[src/rtl/fetch_pkg.sv]
// Shared types, constants and small arithmetic helpers for the fetch stage.
package fetch_pkg;

  typedef enum logic [1:0] {
    S_REQ  = 2'd0,
    S_WAIT = 2'd1,
    S_OUT  = 2'd2,
    S_TRAP = 2'd3
  } state_t;

  localparam logic [31:0] PC_STEP = 32'd4;
  localparam logic [31:0] NOP     = 32'h0000_0000;

  function automatic logic [31:0] adder(input logic [31:0] a, input logic [31:0] b);
    return a + b;
  endfunction

  function automatic logic [31:0] expand(input logic [15:0] imm);
    return {{16{imm[15]}}, imm};
  endfunction

  // Word offset to byte offset; the top two bits fall off (mod 2^32 arithmetic).
  function automatic logic [31:0] multiply4(input logic [31:0] value);
    return {value[29:0], 2'b00};
  endfunction

endpackage

[src/rtl/next_pc_calc.sv]
// Combinational next-PC selection: JR > J/JAL > taken branch > PC+4.
module next_pc_calc
  import fetch_pkg::*;
(
  input  logic [31:0] pc,
  input  logic        br_taken,
  input  logic [15:0] br_imm,
  input  logic        jmp,
  input  logic [25:0] jmp_imm,
  input  logic        jr,
  input  logic [31:0] jr_target,
  output logic [31:0] next_pc,
  output logic [31:0] pc_plus4
);

  logic [31:0] br_target;
  logic [31:0] jmp_target;

  assign pc_plus4   = adder(pc, PC_STEP);
  assign br_target  = adder(pc_plus4, multiply4(expand(br_imm)));
  assign jmp_target = {pc_plus4[31:28], jmp_imm, 2'b00};

  always_comb begin
    next_pc = pc_plus4;
    if (jr) begin
      next_pc = jr_target;
    end else if (jmp) begin
      next_pc = jmp_target;
    end else if (br_taken) begin
      next_pc = br_target;
    end
  end

endmodule

[src/rtl/fetch_pc_unit.sv]
// Fetch stage: PC register, single-outstanding imem request FSM and one-entry instruction buffer.
// Optional FETCH_ALIGN_CHECK_EN traps on misaligned JR targets instead of masking them.
module fetch_pc_unit
  import fetch_pkg::*;
#(
  parameter logic [31:0] RESET_PC = 32'h0000_0000
) (
  input  logic        i_clk,
  input  logic        i_rst,
  output logic        o_imem_valid,
  output logic [31:0] o_imem_addr,
  input  logic        i_imem_ready,
  input  logic        i_imem_rvalid,
  input  logic [31:0] i_imem_rdata,
  output logic        o_instr_valid,
  output logic [31:0] o_instr,
  output logic [31:0] o_pc,
  output logic [31:0] o_pc_plus4,
  input  logic        i_instr_ready,
  input  logic        i_br_taken,
  input  logic [15:0] i_br_imm,
  input  logic        i_jmp,
  input  logic [25:0] i_jmp_imm,
  input  logic        i_jr,
  input  logic [31:0] i_jr_target,
  output logic        o_misalign
);

  state_t      state;
  state_t      next_state;
  logic [31:0] pc;
  logic [31:0] instr;
  logic        instr_valid;
  logic [31:0] next_pc;
  logic [31:0] jr_target;
  logic        jr_misalign;
  logic        consume;

`ifdef FETCH_ALIGN_CHECK_EN
  logic misalign;

  assign jr_target   = i_jr_target;
  assign jr_misalign = i_jr && (i_jr_target[1:0] != 2'b00);
  assign o_misalign  = misalign;

  // Sticky trap flag, cleared only by reset.
  always_ff @(posedge i_clk or posedge i_rst) begin
    if (i_rst) begin
      misalign <= 1'b0;
    end else if (consume && jr_misalign) begin
      misalign <= 1'b1;
    end
  end
`else
  assign jr_target   = i_jr_target & ~32'h0000_0003;
  assign jr_misalign = 1'b0;
  assign o_misalign  = 1'b0;
`endif

  assign consume = (state == S_OUT) && i_instr_ready;

  next_pc_calc u_next_pc_calc (
    .pc        (pc),
    .br_taken  (i_br_taken),
    .br_imm    (i_br_imm),
    .jmp       (i_jmp),
    .jmp_imm   (i_jmp_imm),
    .jr        (i_jr),
    .jr_target (jr_target),
    .next_pc   (next_pc),
    .pc_plus4  (o_pc_plus4)
  );

  always_ff @(posedge i_clk or posedge i_rst) begin
    if (i_rst) begin
      state <= S_REQ;
    end else begin
      state <= next_state;
    end
  end

  always_comb begin
    next_state = state;
    case (state)
      S_REQ:   if (i_imem_ready) next_state = S_WAIT;
      S_WAIT:  if (i_imem_rvalid) next_state = S_OUT;
      S_OUT:   if (i_instr_ready) next_state = jr_misalign ? S_TRAP : S_REQ;
      S_TRAP:  next_state = S_TRAP;
      default: next_state = S_REQ;
    endcase
  end

  // rvalid is only honoured in S_WAIT, so stale responses after a reset are dropped.
  always_ff @(posedge i_clk or posedge i_rst) begin
    if (i_rst) begin
      pc          <= RESET_PC;
      instr       <= NOP;
      instr_valid <= 1'b0;
    end else if ((state == S_WAIT) && i_imem_rvalid) begin
      instr       <= i_imem_rdata;
      instr_valid <= 1'b1;
    end else if (consume) begin
      instr_valid <= 1'b0;
      if (!jr_misalign) begin
        pc <= next_pc;
      end
    end
  end

  assign o_imem_valid  = (state == S_REQ);
  assign o_imem_addr   = pc;
  assign o_pc          = pc;
  assign o_instr       = instr;
  assign o_instr_valid = instr_valid;

endmodule

[config.mk]
export PLATFORM = sky130hd
export DESIGN_NAME = fetch_pc_unit
export DESIGN_NICKNAME = d
export VERILOG_FILES = /design/src/rtl/fetch_pkg.sv /design/src/rtl/next_pc_calc.sv /design/src/rtl/fetch_pc_unit.sv
export SDC_FILE = /design/constraint.sdc
export NUM_CORES = 1
export LEC_CHECK = 0
export ABC_AREA = 0
export ABC_CLOCK_PERIOD_IN_PS = 8800
export BUFFER_PORTS_ARGS = -buffer_cell sky130_fd_sc_hd__clkbuf_2
export CAP_MARGIN = 20
export CORE_UTILIZATION = 54
export CTS_BUF_LIST = sky130_fd_sc_hd__clkbuf_4 sky130_fd_sc_hd__clkbuf_8
export DETAILED_ROUTE_END_ITERATION = 10
export GPL_ROUTABILITY_DRIVEN = 0
export PLACE_DENSITY = 0.94
export SYNTH_ARGS = -nofsm -noshare
export SYNTH_HDL_FRONTEND = slang
export SYNTH_SLANG_ARGS = --single-unit
[constraint.sdc]
create_clock -name i_clk -period 8.8 [get_ports i_clk]
set_clock_uncertainty 0.1 [all_clocks]
set_input_delay 0.88 -clock i_clk [delete_from_list [all_inputs] [get_ports i_clk]]
set_output_delay 0.88 -clock i_clk [all_outputs]
set_load 0.05 [all_outputs]
==> impl_metrics.csv <==
group,metric,value,unit
worst_setup_path,timing.rr.end,"o_imem_addr[31]",
worst_hold_path,hold_end,"o_instr_valid",
cts,cts.path.max_buffers,2,
cts,cts_tree,"built",
power_and_ir_drop,ir_worst_vdd,0.000102,V
drt,num_vias,6017,
worst_setup_path,crit_fanout,8,
global_routing,antenna_found_initial,0,
drt,post_drt_wl_per_cell,17.6,um
cts,clk-insertion-delay-late,0.34,ns
drt,firstDrtPassIters,6,
run_status,status,"complete, no violations",
place,io_buffer_count,235,
floorplanning,die_area,0.0110,mm2
floorplanning,row_count,37,
sta,worst_pin_slew,0.839,ns
drt,vias_per_cell,5.98,
drt,ant_nets,0,
cts,cts_resized,0,
cts,h-tree-depth,3,
cts,cts_root_buffer,"clkbuf_8",
sta,relSlewSlack,44.1,%
synth,synth_top_cell_by_area,"dfrtp_1",
cells_and_area,fin_area,0.00696,mm2
place,dpl-instance-area,0.00676,mm2
synth,ys_seq_area_share,28.4,%
sta,fmax,0.232,GHz
synth,synth_async_sr_flop_share,100,%
cells_and_area,fin_nets,1021,
worst_setup_path,ff2ff_setup_slack,4.48,ns
floorplanning,fp.dieW,105,um
worst_hold_path,hold_depth,2,
global_routing,grt_util_all_layers,31.4,%
global_routing,grt_pass1_wl,27300,um
cells_and_area,layout-drive-gt1-share,35.2,%
worst_setup_path,rr_startpoint,"o_imem_addr[2]",
sta,period_share,49.1,%
sta,fin_crit,4.32,ns
synth,synth_area_leaders,"dfrtp_1, ha_1, mux2_2",
floorplanning,core-area,0.0103,mm2
synth,synthFlopType,"dfrtp_1",
job,drv_cap,0,
sta,drv_slew,0,
sta,setup_violations,0,
synth,synth-seq-cells,65,
sta,hold_viol,0,
worst_setup_path,reg2reg_depth,15,
worst_setup_path,cp.required,8.95,ns
drt,post-route-drc-count,0,
worst_setup_path,critPathLaunchType,"register",
worst_setup_path,worstSetupEndpointType,"register",
cts,clock-sinks,65,
drt,wirelength,17800,um
power_and_ir_drop,p_leak,0.00380,uW
floorplanning,die_y,105,um
global_routing,grt_overflow,0,
sta,finalSetupTns,0,ns
synth,synthesis.area,0.00572,mm2
floorplanning,io_pins,245,
place,hpwl,13200,um
cells_and_area,syn_to_final_growth,21.7,%
power_and_ir_drop,power.density,98.8,mW/mm2
worst_setup_path,criticalPathCategory,"reg -> reg",
cts,clkTransAtPathRegs,0.08,ns
worst_hold_path,hp-class,"reg -> reg",
floorplanning,initial_core_util,55.7,%
sta,rsz0062_at_grt,"false",
synth,synth.distinct_cells,62,
synth,synth_area_per_cell,8.51,um2
worst_setup_path,cp.arrival,4.47,ns
drt,drt-initial-drc-count,404,
cts,postCtsHoldBufs,0,
synth,ys_warn_count,0,
global_routing,grt_pass1_vias,5541,
worst_hold_path,min-delay-start,"o_instr_valid",
cts,cts_buffers,9,
cts,post-cts-setup-buffer-count,0,
synth,synth_edf_count,0,
global_routing,grt_max_degree,66,
synth,netlist_instances,672,
synth,synth.top_cell.area_share,28.4,%
## layout make-up
cell class / instances / area [um2]
Multi-Input combinational cell: 531 / 3670
Fill cell: 830 / 3310
Sequential cell: 65 / 1630
Timing Repair Buffer: 241 / 1220
Tap cell: 136 / 170
Clock buffer: 9 / 124
Clock inverter: 7 / 80.1
Inverter: 17 / 63.8
Antenna cell: 1 / 2.50
## metal layers
layer	part of all wire, %	GRT usage [%]
met1	39	37.2
met2	51	56.7
met3	7.2	4.12
met4	2.8	13.8
met5	0	0
## where the power goes
| part | switching (uW) | total [uW] | leakage, uW | internal (uW) |
|---|---|---|---|---|
| clock | 141 | 275 | 0.000101 | 134 |
| combinational | 69.1 | 115 | 0.00282 | 45.8 |
| sequential | 0 | 298 | 0.000877 | 298 |
## per-stage QoR
| stage | hold WS (ns) | worst slack [ns] | utilization [%] | power [uW] | cells |
|---|---|---|---|---|---|
| floorplan | 0.475 | 4.09 | - | 376 | 678 |
| global placement | 0.364 | 4.75 | 65.7 | 414 | 990 |
| detailed placement | 0.370 | 4.58 | 65.7 | 417 | 990 |
| CTS | 0.397 | 4.57 | 67.7 | 689 | 1006 |
| global route | 0.424 | 4.31 | 67.7 | 716 | 1006 |
| finish | 0.398 | 4.48 | 67.8 | 688 | 1007 |
## worst max path at each step
stage | start | end | depth (start not counted)
floorplan | o_imem_addr[2] | o_imem_addr[25] | 17
CTS | o_imem_addr[2] | o_imem_addr[31] | 15
detailed placement | o_imem_addr[2] | o_imem_addr[31] | 15
finish | o_imem_addr[2] | o_imem_addr[31] | 15
global placement | o_imem_addr[2] | o_imem_addr[30] | 14
global route | o_imem_addr[4] | o_imem_addr[31] | 14
## cells in the final DEF (no fill, tap or decap), types with 3 or more instances in the layout
cell      count
dfrtp_1      65
a211o_1       3
clkbuf_2    235
xor2_1       18
a311oi_1      4
or3_1         3
nor4_1        5
a21o_1       17
nand3_1      20
nor2_1       55
xnor2_1      32
o22ai_1       7
mux2i_1      11
nand2b_1      5
and3_1       14
mux2_2       32
buf_4         6
a221oi_1      5
inv_1        15
conb_1        7
o211ai_1      5
o21ai_1       3
clkbuf_8      9
and2_1        3
o21ai_0      49
ha_1         41
nand2_1      65
o21bai_1      6
nand4_1      11
o21a_1        5
clkinv_4      3
a211oi_1     14
a31oi_1       5
nor3_1        6
a21oi_1      47
## logic make-up (layout without fill, tap and decap cells)
family | count (synthesis) | count (layout) | share of synthesized area (%)
DFF | 65 | 65 | 28.4
and+or+nand+nor | 194 | 194 | 15.7
xor gates and xnor gates | 50 | 50 | 7.65
muxes | 43 | 43 | 8.22
buffers and inverters | 82 | 274 | 7.81
adders and majority gates | 42 | 42 | 9.32
other | 1 | 8 | 0.0655
AOI/OAI and AO/OA | 195 | 195 | 22.8
## critical path, stage by stage (launching register included)
cell	delay, ns
dfrtp_1	0.50
ha_1	0.30
nand2_1	0.13
nor2_1	0.35
nand3_1	0.28
nor2_1	0.32
nand3_1	0.19
xnor2_1	0.29
ha_1	0.36
and2_1	0.20
and3_1	0.21
a221o_1	0.31
a31oi_2	0.16
xnor2_1	0.11
and3_1	0.22
o31ai_2	0.20
## state kept, by name, summed over array words and instances, names as in the netlist
register / flops
o_imem_addr: 30
state: 2
o_instr_valid: 1
o_instr: 32
## cells in the mapped netlist (11+ instances only)
cell type and n:
a211oi_1 14, xor2_1 18, inv_1 16, buf_4 37
nor2_1 55, dfrtp_1 65, a21o_1 17, nand3_1 20
clkbuf_1 25, mux2_2 32, xnor2_1 32, nand2_1 65
o21ai_0 49, a21oi_1 48, ha_1 41, and3_1 14
mux2i_1 11, nand4_1 11
Power figures use the tool's default switching activity.
